File: src/rtl/dtlb_pkg.sv
// Shared types and widths for the data TLB; widths line up with the victim
// cache's 44-bit physical tag.
package dtlb_pkg;

    localparam int DTLB_VPN_W = 52;
    localparam int DTLB_PPN_W = 44;

    typedef struct packed {
        logic                  valid;
        logic [DTLB_VPN_W-1:0] vpn;
        logic [DTLB_PPN_W-1:0] ppn;
    } tlb_entry_t;

    typedef enum logic {
        IDLE = 1'b0,
        WALK = 1'b1
    } dtlb_state_t;

endpackage

File: src/rtl/dtlb_if.sv
// Lookup, return, refill and statistics signals of the data TLB.
// master = requester/walker side, slave = TLB side.
interface dtlb_if
    import dtlb_pkg::*;
#(
    parameter int VPN_W = DTLB_VPN_W,
    parameter int PPN_W = DTLB_PPN_W
);
    logic             lookup_valid;
    logic [VPN_W-1:0] vpn;
    logic             lookup_ready;
    logic             ret_valid;
    logic [PPN_W-1:0] phys_tag_ret;
    logic             tlb_miss;
    logic             refill_req;
    logic [VPN_W-1:0] refill_vpn;
    logic             refill_valid;
    logic [PPN_W-1:0] refill_ppn;
    logic             flush;
    logic [31:0]      hit_count;
    logic [31:0]      miss_count;

    modport master (
        output lookup_valid, vpn, refill_valid, refill_ppn, flush,
        input  lookup_ready, ret_valid, phys_tag_ret, tlb_miss,
               refill_req, refill_vpn, hit_count, miss_count
    );

    modport slave (
        input  lookup_valid, vpn, refill_valid, refill_ppn, flush,
        output lookup_ready, ret_valid, phys_tag_ret, tlb_miss,
               refill_req, refill_vpn, hit_count, miss_count
    );
endinterface

File: src/rtl/dtlb_victim_sel.sv
// Refill victim choice: lowest-index free entry, otherwise the round-robin
// pointer, which only advances when it actually supplied the victim.
module dtlb_victim_sel #(
    parameter int ENTRIES = 16
) (
    input  logic                       clk,
    input  logic                       reset,
    input  logic [ENTRIES-1:0]         valid_vec,
    input  logic                       flush,
    input  logic                       alloc,
    output logic [$clog2(ENTRIES)-1:0] victim_idx
);
    localparam int IDX_W = $clog2(ENTRIES);

    logic [IDX_W-1:0] ptr_q, ptr_d;
    logic [IDX_W-1:0] free_idx;
    logic             free_found;

    always_comb begin
        free_found = 1'b0;
        free_idx   = '0;
        for (int i = ENTRIES - 1; i >= 0; i--) begin
            if (!valid_vec[i]) begin
                free_found = 1'b1;
                free_idx   = IDX_W'(i);
            end
        end
        victim_idx = free_found ? free_idx : ptr_q;
    end

    // ENTRIES is a power of two, so the increment wraps on its own.
    always_comb begin
        ptr_d = ptr_q;
        if (flush)                   ptr_d = '0;
        else if (alloc && !free_found) ptr_d = ptr_q + 1'b1;
    end

    always_ff @(posedge clk) begin
        if (reset) ptr_q <= '0;
        else       ptr_q <= ptr_d;
    end
endmodule

File: src/rtl/register.sv
// Generic width-parameterised register with synchronous active-high reset
// and write enable.
module register #(
    parameter int WIDTH = 1
) (
    input  logic             clk,
    input  logic             reset,
    input  logic             write_en,
    input  logic [WIDTH-1:0] d,
    output logic [WIDTH-1:0] q
);
    always_ff @(posedge clk) begin
        if (reset)         q <= '0;
        else if (write_en) q <= d;
    end
endmodule

File: src/rtl/dtlb_lookup.sv
// Fully-associative data TLB: one-cycle-late translation result plus a
// miss-driven refill walk. Define DTLB_STATS_EN to build hit/miss counters.
module dtlb_lookup
    import dtlb_pkg::*;
#(
    parameter int ENTRIES = 16,
    parameter int VPN_W   = DTLB_VPN_W,
    parameter int PPN_W   = DTLB_PPN_W
) (
    input logic   clk,
    input logic   reset,
    dtlb_if.slave bus
);
    localparam int IDX_W = $clog2(ENTRIES);

    tlb_entry_t [ENTRIES-1:0] entries_q, entries_d;
    dtlb_state_t              state_q, state_d;
    logic [VPN_W-1:0]         refill_vpn_q, refill_vpn_d;

    logic                     accept, hit_any, hit_eff, install;
    logic [IDX_W-1:0]         hit_idx, victim_idx;
    logic [ENTRIES-1:0]       valid_vec;

    logic                     ret_valid_d, ret_valid_q;
    logic                     tlb_miss_d, tlb_miss_q;
    logic [PPN_W-1:0]         phys_tag_d, phys_tag_q;

    assign accept = bus.lookup_valid && (state_q == IDLE);

    // Lowest matching index wins if duplicates ever appear.
    always_comb begin
        hit_any = 1'b0;
        hit_idx = '0;
        for (int i = ENTRIES - 1; i >= 0; i--) begin
            if (entries_q[i].valid && entries_q[i].vpn == bus.vpn) begin
                hit_any = 1'b1;
                hit_idx = IDX_W'(i);
            end
        end
    end

    // A lookup coinciding with flush must not see the entries being cleared.
    assign hit_eff = accept && hit_any && !bus.flush;

    always_comb begin
        ret_valid_d = accept;
        tlb_miss_d  = accept && !hit_eff;
        phys_tag_d  = hit_eff ? entries_q[hit_idx].ppn : '0;
    end

    always_comb begin
        state_d      = state_q;
        refill_vpn_d = refill_vpn_q;
        install      = 1'b0;
        case (state_q)
            IDLE: begin
                if (accept && !hit_eff) begin
                    state_d      = WALK;
                    refill_vpn_d = bus.vpn;
                end
            end
            WALK: begin
                if (bus.refill_valid) begin
                    install = 1'b1;
                    state_d = IDLE;
                end
            end
            default: state_d = IDLE;
        endcase
    end

    // Victim selection sees post-flush validity so flush+refill lands in entry 0.
    always_comb begin
        for (int i = 0; i < ENTRIES; i++) valid_vec[i] = entries_q[i].valid && !bus.flush;
    end

    dtlb_victim_sel #(.ENTRIES(ENTRIES)) u_victim_sel (
        .clk        (clk),
        .reset      (reset),
        .valid_vec  (valid_vec),
        .flush      (bus.flush),
        .alloc      (install),
        .victim_idx (victim_idx)
    );

    always_comb begin
        entries_d = entries_q;
        if (bus.flush) begin
            for (int i = 0; i < ENTRIES; i++) entries_d[i].valid = 1'b0;
        end
        if (install) begin
            entries_d[victim_idx].valid = 1'b1;
            entries_d[victim_idx].vpn   = refill_vpn_q;
            entries_d[victim_idx].ppn   = bus.refill_ppn;
        end
    end

    always_ff @(posedge clk) begin
        if (reset) begin
            state_q      <= IDLE;
            refill_vpn_q <= '0;
            entries_q    <= '0;
        end else begin
            state_q      <= state_d;
            refill_vpn_q <= refill_vpn_d;
            entries_q    <= entries_d;
        end
    end

    register #(.WIDTH(1)) u_ret_valid_reg (
        .clk(clk), .reset(reset), .write_en(1'b1), .d(ret_valid_d), .q(ret_valid_q)
    );
    register #(.WIDTH(1)) u_tlb_miss_reg (
        .clk(clk), .reset(reset), .write_en(1'b1), .d(tlb_miss_d), .q(tlb_miss_q)
    );
    register #(.WIDTH(PPN_W)) u_phys_tag_reg (
        .clk(clk), .reset(reset), .write_en(1'b1), .d(phys_tag_d), .q(phys_tag_q)
    );

    assign bus.ret_valid    = ret_valid_q;
    assign bus.tlb_miss     = tlb_miss_q;
    assign bus.phys_tag_ret = phys_tag_q;
    assign bus.lookup_ready = (state_q == IDLE);
    assign bus.refill_req   = (state_q == WALK);
    assign bus.refill_vpn   = refill_vpn_q;

`ifdef DTLB_STATS_EN
    logic [31:0] hit_count_q, hit_count_d;
    logic [31:0] miss_count_q, miss_count_d;

    always_comb begin
        hit_count_d  = hit_count_q;
        miss_count_d = miss_count_q;
        if (hit_eff && hit_count_q != 32'hFFFF_FFFF)
            hit_count_d = hit_count_q + 32'd1;
        if (tlb_miss_d && miss_count_q != 32'hFFFF_FFFF)
            miss_count_d = miss_count_q + 32'd1;
    end

    always_ff @(posedge clk) begin
        if (reset) begin
            hit_count_q  <= '0;
            miss_count_q <= '0;
        end else begin
            hit_count_q  <= hit_count_d;
            miss_count_q <= miss_count_d;
        end
    end

    assign bus.hit_count  = hit_count_q;
    assign bus.miss_count = miss_count_q;
`else
    assign bus.hit_count  = '0;
    assign bus.miss_count = '0;
`endif
endmodule

File: src/flat_wrapper.sv
// flat-port wrapper written by rule: the top's interface ports become plain ports
module dtlb_lookup_flat import dtlb_pkg::*;
#(
    parameter int ENTRIES = 16,
    parameter int VPN_W   = DTLB_VPN_W,
    parameter int PPN_W   = DTLB_PPN_W
)
  (clk, reset, bus_lookup_valid, bus_vpn, bus_refill_valid, bus_refill_ppn, bus_flush, bus_lookup_ready, bus_ret_valid, bus_phys_tag_ret, bus_tlb_miss, bus_refill_req, bus_refill_vpn, bus_hit_count, bus_miss_count);
  dtlb_if #(.VPN_W(VPN_W), .PPN_W(PPN_W)) bus_i ();
  input logic clk;
  input logic reset;
  input wire logic [$bits(bus_i.lookup_valid)-1:0] bus_lookup_valid;
  input wire logic [$bits(bus_i.vpn)-1:0] bus_vpn;
  input wire logic [$bits(bus_i.refill_valid)-1:0] bus_refill_valid;
  input wire logic [$bits(bus_i.refill_ppn)-1:0] bus_refill_ppn;
  input wire logic [$bits(bus_i.flush)-1:0] bus_flush;
  output wire logic [$bits(bus_i.lookup_ready)-1:0] bus_lookup_ready;
  output wire logic [$bits(bus_i.ret_valid)-1:0] bus_ret_valid;
  output wire logic [$bits(bus_i.phys_tag_ret)-1:0] bus_phys_tag_ret;
  output wire logic [$bits(bus_i.tlb_miss)-1:0] bus_tlb_miss;
  output wire logic [$bits(bus_i.refill_req)-1:0] bus_refill_req;
  output wire logic [$bits(bus_i.refill_vpn)-1:0] bus_refill_vpn;
  output wire logic [$bits(bus_i.hit_count)-1:0] bus_hit_count;
  output wire logic [$bits(bus_i.miss_count)-1:0] bus_miss_count;
  assign bus_i.lookup_valid = bus_lookup_valid;
  assign bus_i.vpn = bus_vpn;
  assign bus_i.refill_valid = bus_refill_valid;
  assign bus_i.refill_ppn = bus_refill_ppn;
  assign bus_i.flush = bus_flush;
  assign bus_lookup_ready = bus_i.lookup_ready;
  assign bus_ret_valid = bus_i.ret_valid;
  assign bus_phys_tag_ret = bus_i.phys_tag_ret;
  assign bus_tlb_miss = bus_i.tlb_miss;
  assign bus_refill_req = bus_i.refill_req;
  assign bus_refill_vpn = bus_i.refill_vpn;
  assign bus_hit_count = bus_i.hit_count;
  assign bus_miss_count = bus_i.miss_count;
  dtlb_lookup #(.ENTRIES(ENTRIES), .VPN_W(VPN_W), .PPN_W(PPN_W)) u_core (.clk(clk), .reset(reset), .bus(bus_i));
endmodule
File: config.mk
export PLATFORM = sky130hd
export DESIGN_NAME = dtlb_lookup_flat
export DESIGN_NICKNAME = d
export VERILOG_FILES = /design/src/rtl/dtlb_pkg.sv /design/src/rtl/dtlb_if.sv /design/src/rtl/dtlb_victim_sel.sv /design/src/rtl/register.sv /design/src/rtl/dtlb_lookup.sv /design/src/flat_wrapper.sv
export SDC_FILE = /design/constraint.sdc
export NUM_CORES = 2
export LEC_CHECK = 0
export CAP_MARGIN = 20
export CORE_AREA = 5 5 413 415
export DETAILED_ROUTE_END_ITERATION = 10
export DIE_AREA = 0 0 418 420
export PLACE_DENSITY_LB_ADDON = 0.05
export SLEW_MARGIN = 40
export SYNTH_ARGS = -nofsm -noshare
export SYNTH_HDL_FRONTEND = slang
export SYNTH_SLANG_ARGS = --single-unit
File: constraint.sdc
create_clock -name clk -period 5.7 [get_ports clk]
set_input_delay 1.14 -clock clk [delete_from_list [all_inputs] [get_ports clk]]
set_output_delay 1.14 -clock clk [all_outputs]
set_load 0.1 [all_outputs]
==> impl_metrics.py <==
metrics = {
    "worst_setup_path": {
        "crit_type": "in -> reg",
        "max_stage_delay_ps": 650,
        "cp-end-kind": "register",
        "start_kind": "input port",
        "cp_slowest_cell": "clkdlybuf4s50_1",
        "required_ps": 6470,
        "path_cells": "clkdlybuf4s50_1 -> buf_12 -> xnor2_1 -> buf_4 -> nand4_1 -> nor4_1 -> buf_4 -> nand4_1 -> or3_1 -> o2111ai_1 -> buf_4 -> a21oi_4 -> buf_12 -> nand3_4 -> buf_12 -> a31oi_1 -> a221oi_1 -> nand3_1 -> nand3_1",
        "cp.arrival_ps": 5920,
        "cp_max_fo": 45,
    },
    "clock_tree": {
        "post_cts_resize_count": 0,
        "clkSinkCount": 1655,
        "cts-root-buf": "clkbuf_16",
        "cts_hold_buf": 0,
        "clkLatencyLatePin_ps": 850,
        "htreeDepth": 4,
        "clkTransAtPathRegs_ps": 60,
        "cts_buffers": 182,
        "cts_tree": "done",
        "post_cts_buffers": 0,
        "clockBufferDepth": 3,
    },
    "floorplanning": {
        "core_um2": 166300,
        "start_util": 0.4465,
        "die_area_um2": 175600,
        "io_pins": 265,
        "dieHeight_um": 420,
        "num_rows": 150,
        "die_width_um": 418,
    },
    "global_routing": {
        "grt_pass1_wl_um": 436000,
        "grt_pass1_vias": 59800,
        "grt_antenna_before_repair": 20,
        "grt_max_degree": 193,
        "grtUsageTotal": 0.3377,
        "overflow": 0,
    },
    "placed_design": {
        "routabilityCongestion": 0.9344,
        "portBuffers": 200,
        "dpl.hpwl_um": 191300,
        "dp_cells": 10860,
        "pre_cts_ws_ps": -60.23,
    },
    "routing": {
        "drtPass1Iterations": 6,
        "dr.first_iter.drc_count": 8045,
        "wl_per_cell_um": 27.41,
        "vias": 64720,
        "totalWireLength_um": 307200,
        "viasPerCell": 5.775,
        "drc_errors": 0,
        "ant_nets": 0,
    },
    "synth": {
        "yosysSeqAreaShare": 0.4462,
        "syn_area_um2": 74250,
        "synth_edf_count": 0,
        "synth_area_leaders": "dfxtp_1, mux2i_1, nand2_1",
        "syn_inst": 8824,
        "yosysTopAreaCell": "dfxtp_1",
        "syn_avg_cell_area_um2": 8.415,
        "synthArstFlopShare": 0,
        "yosysWarnings": 0,
        "synth_top_area_frac": 0.4462,
        "ys.flop_type": "dfxtp_1",
        "ys_ff_latch": 1655,
        "ys_types": 71,
    },
    "pwr": {
        "leakage_nw": 30.20,
        "max-vdd-ir-drop_v": 0.0003330,
        "power_mw": 25.78,
        "power.density_nw_per_um2": 298.1,
    },
    "flow_run": {
        "drv_cap": 0,
    },
    "layout": {
        "drive_gt1_frac": 0.1045,
        "final_cells": 11210,
        "syn_to_final_growth_pct": 16.48,
        "nets": 8944,
        "final_util": 0.5201,
    },
    "sta": {
        "fin_crit_ps": 5143,
        "fin_crit_sh": 0.9023,
        "tightest_slew_ps": 981.5,
        "finalWorstSetupSlack_ps": 556.8,
        "rsz0062_at_grt": "no",
        "hold_viol_final": 0,
        "drv_slew": 0,
        "slew_headroom": 0.3457,
        "setup-violations-final": 0,
        "fin_worst_skew_ps": 29.51,
        "timing.fmax_mhz": 194.4,
    },
    "run_status": {
        "outcome": "finished clean",
    },
    "hold_path": {
        "hold_path.class": "reg -> reg",
    },
}
[area by class of cell]
type                       instances  area (um^2)
fill                           15720        79800
sequential                      1655        33160
clock buffer                     286         5465
multi-input combinational       6292        37580
clock inverter                    54        565.5
tap                             2204         2758
inverter                          64        240.2
antenna                            5        12.51
timing repair buffer             647         6701
[kinds of logic after synthesis]
kind of cell    Yosys count  synth area share
simple gates           3281            0.1835
flops                  1655            0.4462
compound gates         1253           0.09956
mux                     994            0.1340
buf+inv                 940           0.05402
xor+xnor                699           0.08245
fa+ha+maj                 1         0.0001685
other cells               1        0.00005051
[Yosys cell counts (88+ instances only)]
master    instances
xor2_1          309
nand4_1         121
a21oi_1         886
mux2i_1         993
xnor2_1         390
dfxtp_1        1655
nand3_1         139
buf_1           100
nand2b_1        131
buf_2            95
clkbuf_1        595
nor2_1          750
nand2_1        1943
a31oi_1          88
nor4_1          109
[layer usage]
layer  vias to the layer above  part of all wire  global-route usage
met4                         2             0.039              0.1190
met1                     31770              0.44              0.4842
li1                      29280                 -                   -
met3                       609             0.092             0.06432
met5                         -          0.000042                   0
met2                      3054              0.43              0.5069
[path summary, 6_finish.rpt]
path	slack, ps	from	end	cells after the start
worst max-delay path	560	bus_vpn[0]	u_core.u_phys_tag_reg.q[40]	19
worst min-delay path	450	register	register	2
worst max register to register	1340	register	u_core.u_phys_tag_reg.q[40]	15
worst min register to register	450	register	register	2
[cell usage in the layout, fill, tap and decap left out, types with 105 or more instances in the layout]
cell type,synthesis,final
buf_12,0,142
xnor2_1,390,390
clkbuf_16,0,182
xor2_1,309,309
nor2_1,750,748
nor4_1,109,105
nand3_1,139,139
dfxtp_1,1655,1641
a21oi_1,886,884
nand2b_1,131,130
nand4_1,121,121
nand2_1,1943,1933
buf_4,75,300
mux2i_1,993,993
buf_2,95,107
[worst max-delay path: cells and delay by family]
kind | cells | cell delay [ps]
AOI/OAI and AO/OA | 4 | 840
buffers and inverters | 7 | 1970
xor gates and xnor gates | 1 | 170
and+or+nand+nor | 7 | 1710
[power by group]
group	internal, mW	total, mW	switching [mW]	leakage [nW]
registers	11.6	11.7	0.107	13.3
clock network	6.88	12.0	5.09	2.98
logic	0.493	2.09	1.60	13.9
total	19.0	25.8	6.80	30.2
[through the flow]
stage	cell area, um^2	TNS, ps	hold slack, ps
final	86480	0	453.2
after global routing	86480	0	466.5
after CTS	86440	0	453.4
after detailed placement	80410	-631.7	445.6
after global placement	80740	-499.9	440.5
after floorplan	74490	0	432.9
No activity file was read; power rests on OpenSTA's default activity.
